[config.mk]
export PLATFORM = sky130hd
export DESIGN_NAME = timebase_gen
export DESIGN_NICKNAME = d
export VERILOG_FILES = /design/src/rtl/timebase_pkg.sv /design/src/rtl/tick_divider.sv /design/src/rtl/timebase_gen.sv
export SDC_FILE = /design/constraint.sdc
export NUM_CORES = 1
export LEC_CHECK = 0
export ABC_AREA = 1
export BUFFER_PORTS_ARGS = -buffer_cell sky130_fd_sc_hd__buf_4
export CORE_MARGIN = 10
export CORE_UTILIZATION = 45
export CTS_BUF_LIST = sky130_fd_sc_hd__clkbuf_2
export CTS_CLUSTER_DIAMETER = 60
export DETAILED_ROUTE_END_ITERATION = 8
export GPL_TIMING_DRIVEN = 0
export HOLD_SLACK_MARGIN = 0.06
export PLACE_DENSITY = 0.73
export SYNTH_ARGS = -nofsm -noshare
export SYNTH_HDL_FRONTEND = slang
export SYNTH_SLANG_ARGS = --single-unit
[constraint.sdc]
create_clock -name CLK_21MHZ -period 1.6 [get_ports CLK_21MHZ]
set_input_delay 0.32 -clock CLK_21MHZ [delete_from_list [all_inputs] [get_ports CLK_21MHZ]]
set_output_delay 0.32 -clock CLK_21MHZ [all_outputs]
set_load 0.05 [all_outputs]
[src/rtl/timebase_pkg.sv]
// Shared constants and timer state encoding for the CLK_21MHZ timebase.
package timebase_pkg;

  localparam int US_DIV_DEFAULT    = 21;
  localparam int MS_DIV_DEFAULT    = 1000;
  localparam int S_DIV_DEFAULT     = 1000;
  localparam int TS_WIDTH_DEFAULT  = 32;
  localparam int TMR_WIDTH_DEFAULT = 16;

  typedef enum logic [1:0] {
    IDLE   = 2'd0,
    RUN    = 2'd1,
    EXPIRE = 2'd2
  } tmr_state_e;

  // Counter width for a 0..div-1 wrap counter; never narrower than one bit.
  function automatic int cnt_width(input int div);
    return (div <= 2) ? 1 : $clog2(div);
  endfunction

endpackage

[src/rtl/tick_divider.sv]
// Wrap counter 0..DIV-1 with count enable, combinational carry (wrap) for
// cascading and a registered one-cycle tick that follows the wrap.
module tick_divider
  import timebase_pkg::*;
#(
  parameter int DIV = US_DIV_DEFAULT,
  localparam int CW = cnt_width(DIV)
) (
  input  logic          clk,
  input  logic          rst,
  input  logic          en,
  output logic          wrap,
  output logic          tick,
  output logic [CW-1:0] cnt
);

  localparam logic [CW-1:0] LAST = CW'(DIV - 1);

  logic [CW-1:0] cnt_q, cnt_d;
  logic          tick_q, tick_d;

  always_comb begin
    wrap   = en && (cnt_q == LAST);
    cnt_d  = cnt_q;
    tick_d = wrap;
    if (en) begin
      cnt_d = wrap ? '0 : cnt_q + CW'(1);
    end
  end

  always_ff @(posedge clk) begin
    if (rst) begin
      cnt_q  <= '0;
      tick_q <= 1'b0;
    end else begin
      cnt_q  <= cnt_d;
      tick_q <= tick_d;
    end
  end

  assign tick = tick_q;
  assign cnt  = cnt_q;

endmodule

[src/rtl/timebase_gen.sv]
// 1 us / 1 ms / 1 s enable strobes, microsecond timestamp with latch and a
// one-shot microsecond timer. TIMEBASE_SQUARE_OUT_EN adds the CLK_1MHZ_SQ level output.
module timebase_gen
  import timebase_pkg::*;
#(
  parameter int US_DIV    = US_DIV_DEFAULT,
  parameter int MS_DIV    = MS_DIV_DEFAULT,
  parameter int S_DIV     = S_DIV_DEFAULT,
  parameter int TS_WIDTH  = TS_WIDTH_DEFAULT,
  parameter int TMR_WIDTH = TMR_WIDTH_DEFAULT
) (
  input  logic                 CLK_21MHZ,
  input  logic                 RST,
  input  logic                 EN,
  output logic                 US_TICK,
  output logic                 MS_TICK,
  output logic                 S_TICK,
  output logic [TS_WIDTH-1:0]  TIMESTAMP,
  input  logic                 LATCH_REQ,
  output logic [TS_WIDTH-1:0]  TS_LATCHED,
  output logic                 TS_VALID,
  input  logic                 TMR_LOAD,
  input  logic [TMR_WIDTH-1:0] TMR_VALUE,
  output logic                 TMR_BUSY,
  output logic                 TMR_DONE
`ifdef TIMEBASE_SQUARE_OUT_EN
  ,
  output logic                 CLK_1MHZ_SQ
`endif
);

  localparam int US_CW = cnt_width(US_DIV);
  localparam int MS_CW = cnt_width(MS_DIV);
  localparam int S_CW  = cnt_width(S_DIV);

  logic             us_wrap, ms_wrap, s_wrap;
  logic             us_tick, ms_tick, s_tick;
  logic [US_CW-1:0] us_cnt;
  logic [MS_CW-1:0] ms_cnt;
  logic [S_CW-1:0]  s_cnt;

  // Stages cascade on the combinational carry so MS/S ticks coincide with US_TICK.
  tick_divider #(.DIV(US_DIV)) u_us (
    .clk(CLK_21MHZ), .rst(RST), .en(EN),
    .wrap(us_wrap), .tick(us_tick), .cnt(us_cnt)
  );

  tick_divider #(.DIV(MS_DIV)) u_ms (
    .clk(CLK_21MHZ), .rst(RST), .en(us_wrap),
    .wrap(ms_wrap), .tick(ms_tick), .cnt(ms_cnt)
  );

  tick_divider #(.DIV(S_DIV)) u_s (
    .clk(CLK_21MHZ), .rst(RST), .en(ms_wrap),
    .wrap(s_wrap), .tick(s_tick), .cnt(s_cnt)
  );

  logic cnt_unused;
  assign cnt_unused = ^{us_cnt, ms_cnt, s_cnt, s_wrap};

  assign US_TICK = us_tick;
  assign MS_TICK = ms_tick;
  assign S_TICK  = s_tick;

  // A microsecond is consumed while US_TICK is high, unless the timebase is frozen.
  logic tick_en;
  assign tick_en = us_tick & EN;

  logic [TS_WIDTH-1:0] ts_q, ts_d, ts_lat_q, ts_lat_d;
  logic                ts_vld_q, ts_vld_d;

  always_comb begin
    ts_d     = tick_en ? ts_q + TS_WIDTH'(1) : ts_q;
    ts_lat_d = LATCH_REQ ? ts_q : ts_lat_q;
    ts_vld_d = LATCH_REQ;
  end

  always_ff @(posedge CLK_21MHZ) begin
    if (RST) begin
      ts_q     <= '0;
      ts_lat_q <= '0;
      ts_vld_q <= 1'b0;
    end else begin
      ts_q     <= ts_d;
      ts_lat_q <= ts_lat_d;
      ts_vld_q <= ts_vld_d;
    end
  end

  assign TIMESTAMP  = ts_q;
  assign TS_LATCHED = ts_lat_q;
  assign TS_VALID   = ts_vld_q;

  tmr_state_e           state_q, state_d;
  logic [TMR_WIDTH-1:0] rem_q, rem_d;

  always_ff @(posedge CLK_21MHZ) begin
    if (RST) begin
      state_q <= IDLE;
      rem_q   <= '0;
    end else begin
      state_q <= state_d;
      rem_q   <= rem_d;
    end
  end

  // A load wins over everything, including a coincident tick and a pending expiry.
  always_comb begin
    state_d = state_q;
    rem_d   = rem_q;
    if (TMR_LOAD) begin
      rem_d   = TMR_VALUE;
      state_d = (TMR_VALUE == '0) ? EXPIRE : RUN;
    end else begin
      case (state_q)
        IDLE: state_d = IDLE;
        RUN: begin
          if (tick_en) begin
            rem_d = rem_q - TMR_WIDTH'(1);
            if (rem_q == TMR_WIDTH'(1)) state_d = EXPIRE;
          end
        end
        EXPIRE:  state_d = IDLE;
        default: state_d = IDLE;
      endcase
    end
  end

  always_comb begin
    TMR_BUSY = 1'b0;
    TMR_DONE = 1'b0;
    case (state_q)
      RUN:     TMR_BUSY = 1'b1;
      EXPIRE:  TMR_DONE = 1'b1;
      default: ;
    endcase
  end

`ifdef TIMEBASE_SQUARE_OUT_EN
  localparam int SQ_HIGH = (US_DIV + 1) / 2;

  logic sq_q, sq_d;

  // Registered from the next us_cnt value so the level tracks us_cnt without lag.
  always_comb begin
    sq_d = sq_q;
    if (EN) sq_d = us_wrap || ((int'(us_cnt) + 1) < SQ_HIGH);
  end

  always_ff @(posedge CLK_21MHZ) begin
    if (RST) sq_q <= 1'b0;
    else     sq_q <= sq_d;
  end

  assign CLK_1MHZ_SQ = sq_q;
`endif

endmodule

==> impl_metrics.csv, run 1 <==
group,metric,value,unit
worst_setup_path,critical_path_buf_inv_count,2,
worst_setup_path,worstSetupEndpoint,"TMR_BUSY",
yosys,synth_compound_area_share,12.7,%
yosys,synth_cells,782,
yosys,synth.distinct_cells,43,
yosys,yosys.area_share.adder,1.57,%
worst_setup_path,rrSetupSlack,0.04,ns
timing,worst_pin_slew,0.640,ns
yosys,syn_nets,810,
finish,area_delta_synth_final,37.4,%
floorplanning,start_util,46.3,%
yosys,syn_avg_cell_area,7.13,sq um
placed_design,dpl.cell_count,1038,
finish,antenna_cells,0,
timing,slew-limit-headroom,57.3,%
timing,fmax,596,MHz
clocking,numCtsBuffers,9,
worst_setup_path,crit_type,"reg2out",
worst_setup_path,cp.required,1.28,ns
worst_setup_path,start_kind,"flop",
worst_setup_path,rr_startpoint,"TIMESTAMP[0]$_SDFFE_PP0P_",
routing,postRouteAntennaNets,0,
routing,first_pass_iters,4,
floorplanning,dieArea,17300,sq um
worst_setup_path,path_max_fanout,3,
timing,slew_violations,0,
finish,mostFrequentLayoutCell,"nand2_1",
yosys,synth.area.top_cells,"dfxtp_1, nand2_1, nor2_1, inv_1, a21oi_1",
finish,fin_util,63.5,%
yosys,synth-simple-area-share,35.1,%
pwr,power.density,625,nW/um^2
finish,stdcell_count,1117,
yosys,synth_top_family_by_area,"simple AND/OR/NAND/NOR gates",
global_route,grt_pass1_vias,5432,
timing,skew,0.0359,ns
yosys,synth_xor_xnor_area_share,2.51,%
clocking,clk_latency,0.64,ns
global_route,grt.overflow.total,0,
floorplanning,fp-row-count,40,
placed_design,place_area,6460,sq um
status,status,"finished, violations left",
finish,nets,972,
yosys,muxShareOfSynthArea,0,%
yosys,syn_area,5580,sq um
floorplanning,dieWidth,131,microns
global_route,grt_pass1_wl,26900,microns
yosys,synth_top_area_share,39.8,%
yosys,yosys_warnings,0,
clocking,cts_sinks,111,
worst_setup_path,cp.depth,3,
finish,finish.instance_area,7660,sq um
clocking,cts_tree,"built",
pwr,ir_drop,652,uV
timing,fin_hold_ws,0.487,ns
worst_setup_path,crit_family,"flip-flops",
pwr,p_leak,3.28,nW
worst_setup_path,worst-r2r-cell-count,9,
routing,drtIter0Drc,448,
clocking,htreeDepth,3,
worst_setup_path,end_kind,"primary output",
routing,post_drt_via_cell_ratio,5.05,
timing,setup_tns,-0.174,ns
timing,setup_violations,3,
placed_design,place_congestion,0.869,
finish,mostFrequentLayoutCells,"nand2_1, nor2_1, inv_1",
yosys,yosysTopAreaCell,"dfxtp_1",
clocking,cts_buffer_depth,2,
floorplanning,coreArea,12100,sq um
finish,drive_gt1_share,31.3,%
floorplanning,die_y,131,microns
clocking,root_buffer,"clkbuf_2",
timing,rsz0062_at_grt,"true",
worst_setup_path,path_cells,"inv_2, nor2_4, buf_8",
routing,routed_wirelength,16600,microns
clocking,cts.reportedPaths.clkPinSlew,0.30,ns
global_route,grt_antenna_before_repair,0,
global_route,grt_max_degree,18,
worst_setup_path,startpoint,"state_q[0]$_SDFFE_PP0P_",
min_path,hold_path.class,"in2reg",
status,violations,"negative setup slack",
timing,min_period,1.68,ns
yosys,ys_ff_latch,111,
timing,fin_crit_sh,105,%
worst_setup_path,r2r-end,"TIMESTAMP[24]$_SDFFE_PP0P_",
floorplanning,io_pins,91,
timing,hold_viol,0,
routing,avgRoutedWirePerCell,14.9,microns
timing,postLayoutSetupSlackWorst,-0.0793,ns
yosys,ys_seq_area_share,39.8,%
worst_setup_path,cpPeakStageDelay,0.42,ns
routing,drc_errors,0,
placed_design,io_buffers,88,
routing,vias,5643,
placed_design,dp.final_hpwl,11400,microns
job,drv_cap,0,
worst_setup_path,cp_slowest_cell,"dfxtp_2",
global_route,grt_usage,18.6,%
worst_setup_path,arrival,1.36,ns
layout make-up:
| cell class | instances | area, sq um |
|---|---|---|
| multi-input cells | 555 | 2970 |
| clock buffers | 10 | 50.0 |
| repair buffers | 151 | 1560 |
| plain buffers | 23 | 119 |
| fillers | 1069 | 4400 |
| well taps | 168 | 210 |
| flip-flops and latches | 111 | 2360 |
| inverters | 93 | 353 |
| clock inverters | 6 | 37.5 |
timing repair:
item                       4_1_cts  5_1_grt
setup buffers                   35        8
pin swaps                        3       15
gates resized for setup         87      122
setup endpoints to repair       55      103
hold endpoints to repair        28        0
hold buffers                    20        0
synth_stat cells:
library cell  count
buf_4             2
nor2_1          128
inv_1            84
nor2_8            4
ha_1              7
o21ai_1           4
a21oi_2           1
nor3_1           14
dfxtp_1         111
o211ai_1          1
nor3b_2           1
and3_1            2
nand2_4           5
o21ai_0          52
xnor2_1           4
buf_6             2
inv_2             8
o21bai_2          1
nand3_1          55
nor2_4            9
buf_2             5
a31oi_1           3
a21oi_1          55
nand3_2           1
o21a_1            1
nor2_2           10
or2_2             1
clkbuf_1         13
o32ai_1           1
buf_1             1
nand4_1          21
nand2_8           1
nand2_1         136
nand2_2           3
nand3_4           3
nand3b_1          3
clkinv_2          1
o31ai_1           2
a22oi_1          10
nor2b_1           1
xor2_1           12
nand3b_2          1
nor3b_1           2
kinds of logic (layout without fill, tap and decap cells):
| logic type | Yosys count | in the layout |
|---|---|---|
| flip-flops | 111 | 111 |
| AND/OR/NAND/NOR | 401 | 401 |
| XOR/XNOR | 16 | 16 |
| buffers and inverters | 116 | 283 |
| AO/OA/AOI/OAI | 131 | 131 |
| adder cells (fa/ha/maj) | 7 | 7 |
worst register-to-register path: stages (launching register included):
cell and delay [ns]:
dfxtp_4 0.42, buf_6 0.10, ha_4 0.12, nand3_4 0.10, nor2_8 0.16, buf_4 0.13, nand4_1 0.14, nor2_2 0.15
o21ai_0 0.09, nor2_1 0.11
through the flow:
step / power, mW / setup slack (ns)
finish: 4.79 / -0.0793
floorplan: 3.39 / -0.00580
global placement: 3.61 / 0.00824
global route: 5.01 / -0.182
detailed placement: 3.61 / -0.00293
CTS: 4.78 / -0.147
flip-flops by register name, indices dropped and copies added, names as in the netlist:
signal and cells:
rem_q 16, u_ms.tick 1, u_us.tick 1, TIMESTAMP 32
u_us.cnt 5, TS_LATCHED 32, u_s.cnt 10, TS_VALID 1
u_s.tick 1, state_q 2, u_ms.cnt 10
per-layer routing:
| layer | GRT usage, % | routed length, microns | vias to the layer above |
|---|---|---|---|
| li1 | - | - | 2883 |
| met1 | 23.0 | 7190 | 2592 |
| met2 | 30.9 | 7950 | 147 |
| met3 | 5.79 | 1180 | 21 |
| met4 | 4.08 | 280 | 0 |
| met5 | 0 | 0 | - |
report_power, final:
group | total [mW] | switching [mW] | internal (mW)
sequential | 2.88 | 0.0576 | 2.82
clock | 1.15 | 0.945 | 0.208
combinational | 0.762 | 0.479 | 0.282
total | 4.79 | 1.48 | 3.31
worst min-delay path by stage:
stage | to | slack (ns) | cells past startpoint | startpoint
global placement | TIMESTAMP[3]$_SDFFE_PP0P_ | 0.46 | 1 | TIMESTAMP[3]$_SDFFE_PP0P_
global route | u_us.cnt[0]$_SDFFE_PP0P_ | 0.49 | 3 | EN
finish | u_us.cnt[0]$_SDFFE_PP0P_ | 0.49 | 3 | EN
CTS | u_us.cnt[0]$_SDFFE_PP0P_ | 0.44 | 3 | EN
floorplan | u_ms.cnt[1]$_SDFFE_PP0N_ | 0.45 | 2 | u_ms.cnt[1]$_SDFFE_PP0N_
detailed placement | TIMESTAMP[3]$_SDFFE_PP0P_ | 0.47 | 1 | TIMESTAMP[3]$_SDFFE_PP0P_
Note: power is estimated with default switching activity, not from simulation.
==> inputs of run 2 (changes only) <==
Settings changed: CTS_BUF_LIST sky130_fd_sc_hd__clkbuf_2 to sky130_fd_sc_hd__clkbuf_4 sky130_fd_sc_hd__clkbuf_8 sky130_fd_sc_hd__clkbuf_16, SKIP_CTS_REPAIR_TIMING set to 1.
==> run 2 against run 1 <==
Compared with the run above:
- the run now ends clean
- sequential power hardly changed
- non-clock buffer count down 57
- hold slack worse by 0.25 ns
- setup slack gained 0.17 ns
- wire length fell by 9.3%
- core utilization is 6.9 points lower
- critical endpoint is now u_s.cnt[0]$_SDFFE_PP0P_
==> impl_metrics.csv, run 2 (synthesis gave the netlist of run 1 again) <==
group,metric,value,unit
routing,drc_errors,0,
pwr,power.density,828,nW/um^2
finish,nets,915,
clocking,cts_tree,"built",
pwr,p_leak,2.97,nW
global_route,globalRouteMet2Util,28.3,%
worst_setup_path,worst-r2r-cell-count,8,
clocking,cts_sinks,111,
worst_setup_path,crit_type,"reg2reg",
floorplanning,start_util,46.3,%
routing,postRouteAntennaNets,0,
finish,drive_gt1_share,21.0,%
routing,drtIter0Drc,390,
global_route,grt_antenna_before_repair,0,
placed_design,place_ws,-0.00293,ns
timing,skew,0.00633,ns
clocking,cts.reportedPaths.clkPinSlew,0.07,ns
global_route,busiest_layer,"met2",
worst_setup_path,path_max_fanout,7,
routing,vias,5304,
clocking,root_buffer,"clkbuf_16",
global_route,grt_pass1_wl,25100,microns
finish,finish.instance_area,6840,sq um
floorplanning,die_y,131,microns
timing,setup_violations,0,
timing,min_period,1.51,ns
global_route,grt_usage,17.4,%
worst_setup_path,start_kind,"flop",
worst_setup_path,critPathMostFrequentCell,"nand2_1",
worst_setup_path,end_kind,"flop",
placed_design,place_area,6460,sq um
worst_setup_path,path_cells,"ha_1, nand2_1, inv_1, nand4_1, buf_4, nand2_1, or2_2, a21oi_2",
global_route,use_met1,21.6,%
status,status,"finished clean",
timing,hold_viol,0,
clocking,clk_latency,0.36,ns
timing,fin_crit_sh,94.5,%
job,drv_cap,0,
finish,fin_util,56.7,%
finish,mostFrequentLayoutCells,"nand2_1, nor2_1, dfxtp_1",
timing,slew_violations,0,
worst_setup_path,rrSetupSlack,0.09,ns
worst_setup_path,cp.required,1.90,ns
finish,mostFrequentLayoutCell,"nand2_1",
routing,avgRoutedWirePerCell,14.2,microns
floorplanning,io_pins,91,
pwr,total_power,5.66,mW
finish,antenna_cells,0,
clocking,numCtsBuffers,9,
floorplanning,fp-row-count,40,
global_route,grt_max_degree,18,
routing,post_drt_via_cell_ratio,5.00,
placed_design,io_buffers,88,
routing,first_pass_iters,5,
floorplanning,dieWidth,131,microns
global_route,grt_pass1_vias,5096,
placed_design,dp.final_hpwl,11400,microns
worst_setup_path,cpPeakStageDelay,0.36,ns
worst_setup_path,arrival,1.81,ns
min_path,hold_path.class,"in2reg",
timing,fmax,661,MHz
global_route,grt.met3_usage,5.53,%
min_path,hold_depth,2,
pwr,ir_drop,665,uV
routing,routed_wirelength,15100,microns
timing,slew-limit-headroom,59.5,%
timing,worst_pin_slew,0.607,ns
clocking,htreeDepth,3,
clocking,cts_buffer_depth,2,
finish,area_delta_synth_final,22.5,%
floorplanning,coreArea,12100,sq um
floorplanning,dieArea,17300,sq um
global_route,grt.overflow.total,0,
worst_setup_path,cp_slowest_cell,"dfxtp_1",
timing,setup_tns,0,ns
timing,postLayoutSetupSlackWorst,0.0881,ns
placed_design,place_congestion,0.869,
-- run 2: layout make-up --
cell class / count / area (sq um)
fillers: 1163 / 5230
multi-input cells: 555 / 2940
flip-flops and latches: 111 / 2240
repair buffers: 94 / 706
inverters: 93 / 353
clock buffers: 10 / 233
well taps: 168 / 210
plain buffers: 23 / 115
clock inverters: 6 / 37.5
-- run 2: final timing paths --
path,endpoint,from
max,u_s.cnt[0]$_SDFFE_PP0P_,u_s.cnt[0]$_SDFFE_PP0P_
min,u_us.cnt[0]$_SDFFE_PP0P_,EN
max reg2reg,u_s.cnt[0]$_SDFFE_PP0P_,u_s.cnt[0]$_SDFFE_PP0P_
min reg2reg,TIMESTAMP[3]$_SDFFE_PP0P_,TIMESTAMP[3]$_SDFFE_PP0P_
-- run 2: layer usage --
metal / vias to the layer above / wire length [microns] / share of wire [%]
li1: 2764 / - / -
met1: 2402 / 6970 / 46
met2: 123 / 6960 / 46
met3: 15 / 903 / 6.0
met4: 0 / 222 / 1.5
met5: - / 0 / 0
-- run 2: critical path, delay by kind of cell, from the launching register on --
| kind | cells | cell delay, ns |
|---|---|---|
| simple gates | 4 | 0.52 |
| flops | 1 | 0.36 |
| fa+ha+maj | 1 | 0.26 |
| buf+inv | 2 | 0.20 |
| compound gates | 1 | 0.11 |
-- run 2: through the flow --
stage | instances | hold slack (ns)
CTS | 1054 | 0.226
global placement | 1038 | 0.458
global route | 1060 | 0.261
finish | 1060 | 0.240
detailed placement | 1038 | 0.471
floorplan | 782 | 0.453
-- run 2: where the power goes --
group | total, mW | switching, mW | leakage [nW] | internal [mW]
registers | 2.88 | 0.0484 | 0.910 | 2.83
clock network | 2.11 | 1.04 | 0.139 | 1.07
logic | 0.671 | 0.459 | 1.92 | 0.213
==> inputs of run 3 (changes only) <==
Settings changed: ABC_AREA 1 to unset, PLACE_DENSITY 0.73 to 0.74.
==> run 3 against run 2 <==
Compared with the run above:
- the flow now finishes with violations (negative setup slack)
- fmax fell by 23%
- flip-flop and latch count did not move
- synthesized area down 11%
- design area grew 6.4%
- die area is 9.4% lower
- sequential share of layout area shrank 0.50 points
- cell count shrank 19%
- register-to-register slack worse by 0.44 ns
- setup slack lost 0.44 ns
- global-route usage is 1.0 points lower
- largest power group unchanged
==> impl_metrics.csv, run 3 <==
group,metric,value,unit
placed_design,io_buffers,89,
worst_setup_path,end_kind,"flop",
clocking,cts_buffer_depth,2,
routing,post_drt_via_cell_ratio,5.73,
worst_setup_path,path_max_fanout,6,
yosys,ys.flop_type,"dfxtp_1",
worst_setup_path,r2r-end,"rem_q[14]$_SDFFE_PP0P_",
yosys,syn_area,4960,sq um
yosys,async_flop_share,0,%
min_path,hold_path.class,"in2reg",
routing,drtIter0Drc,370,
finish,antenna_cells,0,
yosys,yosysMostFrequentCell,"dfxtp_1",
pwr,power.density,677,nW/um^2
worst_setup_path,rr_startpoint,"state_q[1]$_SDFFE_PP0P_",
worst_setup_path,start_kind,"flop",
clocking,cts_sinks,111,
timing,min_period,1.95,ns
pwr,total_power,4.93,mW
yosys,syn_nets,590,
routing,vias,4908,
timing,slew_violations,0,
finish,nets,739,
placed_design,place_area,6080,sq um
routing,routed_wirelength,15500,microns
yosys,ys_ff_latch,111,
timing,fin_hold_ws,0.197,ns
placed_design,place_congestion,0.855,
yosys,synth_edf_count,0,
timing,hold_viol,0,
floorplanning,dieWidth,125,microns
placed_design,place_ws,-0.559,ns
yosys,synth_top_area_share,44.8,%
worst_setup_path,rrSetupSlack,-0.35,ns
timing,worst_pin_slew,0.744,ns
floorplanning,io_pins,91,
clocking,clk_latency,0.38,ns
timing,postLayoutSetupSlackWorst,-0.354,ns
routing,postRouteAntennaNets,0,
global_route,grt_pass1_vias,4496,
yosys,syn_avg_cell_area,8.83,sq um
finish,fin_util,67.4,%
timing,rsz0062_at_grt,"true",
min_path,hold_path.startpoint,"TMR_VALUE[0]",
placed_design,dpl.cell_count,791,
routing,drc_errors,0,
floorplanning,die_y,125,microns
routing,avgRoutedWirePerCell,18.2,microns
worst_setup_path,worst-r2r-cell-count,5,
finish,mostFrequentLayoutCells,"buf_4, nor2_1, dfxtp_1",
clocking,cts.reportedPaths.clkPinSlew,0.10,ns
yosys,synth.distinct_cells,54,
timing,skew,0.0117,ns
worst_setup_path,arrival,2.25,ns
finish,finish.instance_area,7280,sq um
floorplanning,start_util,46.0,%
global_route,grt.overflow.total,0,
status,violations,"negative setup slack",
routing,first_pass_iters,5,
status,status,"finished, violations left",
min_path,hold_depth,3,
floorplanning,coreArea,10800,sq um
min_path,hold_end,"rem_q[0]$_SDFFE_PP0P_",
worst_setup_path,crit_type,"reg2reg",
timing,fin_crit_sh,122,%
pwr,ir_drop,528,uV
yosys,yosys_warnings,0,
placed_design,dp.final_hpwl,9860,microns
clocking,cts_tree,"built",
yosys,synth_cells,562,
clocking,numCtsBuffers,9,
pwr,p_leak,2.91,nW
finish,drive_gt1_share,41.9,%
global_route,grt_pass1_wl,22100,microns
yosys,ys_seq_area_share,44.8,%
yosys,yosysTopAreaCell,"dfxtp_1",
timing,fmax,512,MHz
global_route,grt_max_degree,18,
yosys,synth.area.top_cells,"dfxtp_1, mux2i_1, nor2_1, nand3_1, xnor2_1",
worst_setup_path,cp.required,1.89,ns
clocking,root_buffer,"clkbuf_8",
job,drv_cap,0,
floorplanning,fp-row-count,38,
clocking,htreeDepth,3,
finish,stdcell_count,856,
finish,area_delta_synth_final,46.7,%
yosys,ys_top_cells_by_count,"dfxtp_1, nor2_1, mux2i_1",
global_route,grt_antenna_before_repair,0,
timing,slew-limit-headroom,50.4,%
global_route,grt_usage,16.4,%
finish,mostFrequentLayoutCell,"buf_4",
floorplanning,dieArea,15600,sq um
timing,setup_tns,-9.67,ns
timing,setup_violations,52,
run 3: cell types whose count changed after synthesis, sizes merged, moves of 18 or more:
| cell | delta |
|---|---|
| o21ai | -34 |
| inv | -75 |
| nand3 | -31 |
| nor2 | -69 |
| nand2 | -116 |
| a21oi | -36 |
| mux2i | +33 |
| or3 | +18 |
run 3: kinds of logic (layout without fill, tap and decap cells):
family | count (synthesis) | after routing | synth area share [%]
compound gates | 85 | 85 | 11.5
fa+ha+maj | 7 | 7 | 1.77
flops | 111 | 111 | 44.8
mux | 38 | 38 | 7.79
simple gates | 246 | 246 | 25.5
buf+inv | 48 | 202 | 3.91
xor+xnor | 27 | 27 | 4.77
run 3: worst max-delay path by stage:
stage / start / to / slack (ns) / cells past startpoint
final: state_q[1]$_SDFFE_PP0P_ / rem_q[14]$_SDFFE_PP0P_ / -0.35 / 5
after global routing: state_q[1]$_SDFFE_PP0P_ / rem_q[14]$_SDFFE_PP0P_ / -0.43 / 5
after CTS: TIMESTAMP[0]$_SDFFE_PP0P_ / TIMESTAMP[28]$_SDFFE_PP0P_ / -0.36 / 5
after detailed placement: EN / TIMESTAMP[28]$_SDFFE_PP0P_ / -0.56 / 7
after global placement: EN / TIMESTAMP[28]$_SDFFE_PP0P_ / -0.53 / 7
after floorplan: TIMESTAMP[11]$_SDFFE_PP0P_ / TIMESTAMP[29]$_SDFFE_PP0P_ / -0.25 / 4
run 3: area by class of cell:
| cell class | count | area (sq um) |
|---|---|---|
| Buffer | 30 | 214 |
| Clock buffer | 12 | 146 |
| Clock inverter | 4 | 47.5 |
| Fill cell | 790 | 3520 |
| Inverter | 17 | 66.3 |
| Multi-Input combinational cell | 403 | 3150 |
| Sequential cell | 111 | 2350 |
| Tap cell | 140 | 175 |
| Timing Repair Buffer | 139 | 1130 |
run 3: metal layers:
layer / vias up / part of all wire [%] / global-route usage [%]
met1: 2371 / 42 / 20.3
met5: - / 0 / 0
met3: 40 / 4.8 / 3.38
met4: 0 / 2.5 / 6.57
li1: 2329 / - / -
met2: 168 / 51 / 27.4
run 3: power breakdown:
part           internal [mW]  total, mW  switching, mW
Sequential              2.75       2.80         0.0438
Clock                  0.774       1.73          0.961
Combinational          0.164      0.395          0.231
run 3: critical path, stage by stage, from the launching register on:
cell and delay [ns]:
dfxtp_2 0.33, and4b_1 0.25, buf_6 0.12, nand4b_1 0.27, or4_4 0.60, a311oi_2 0.29
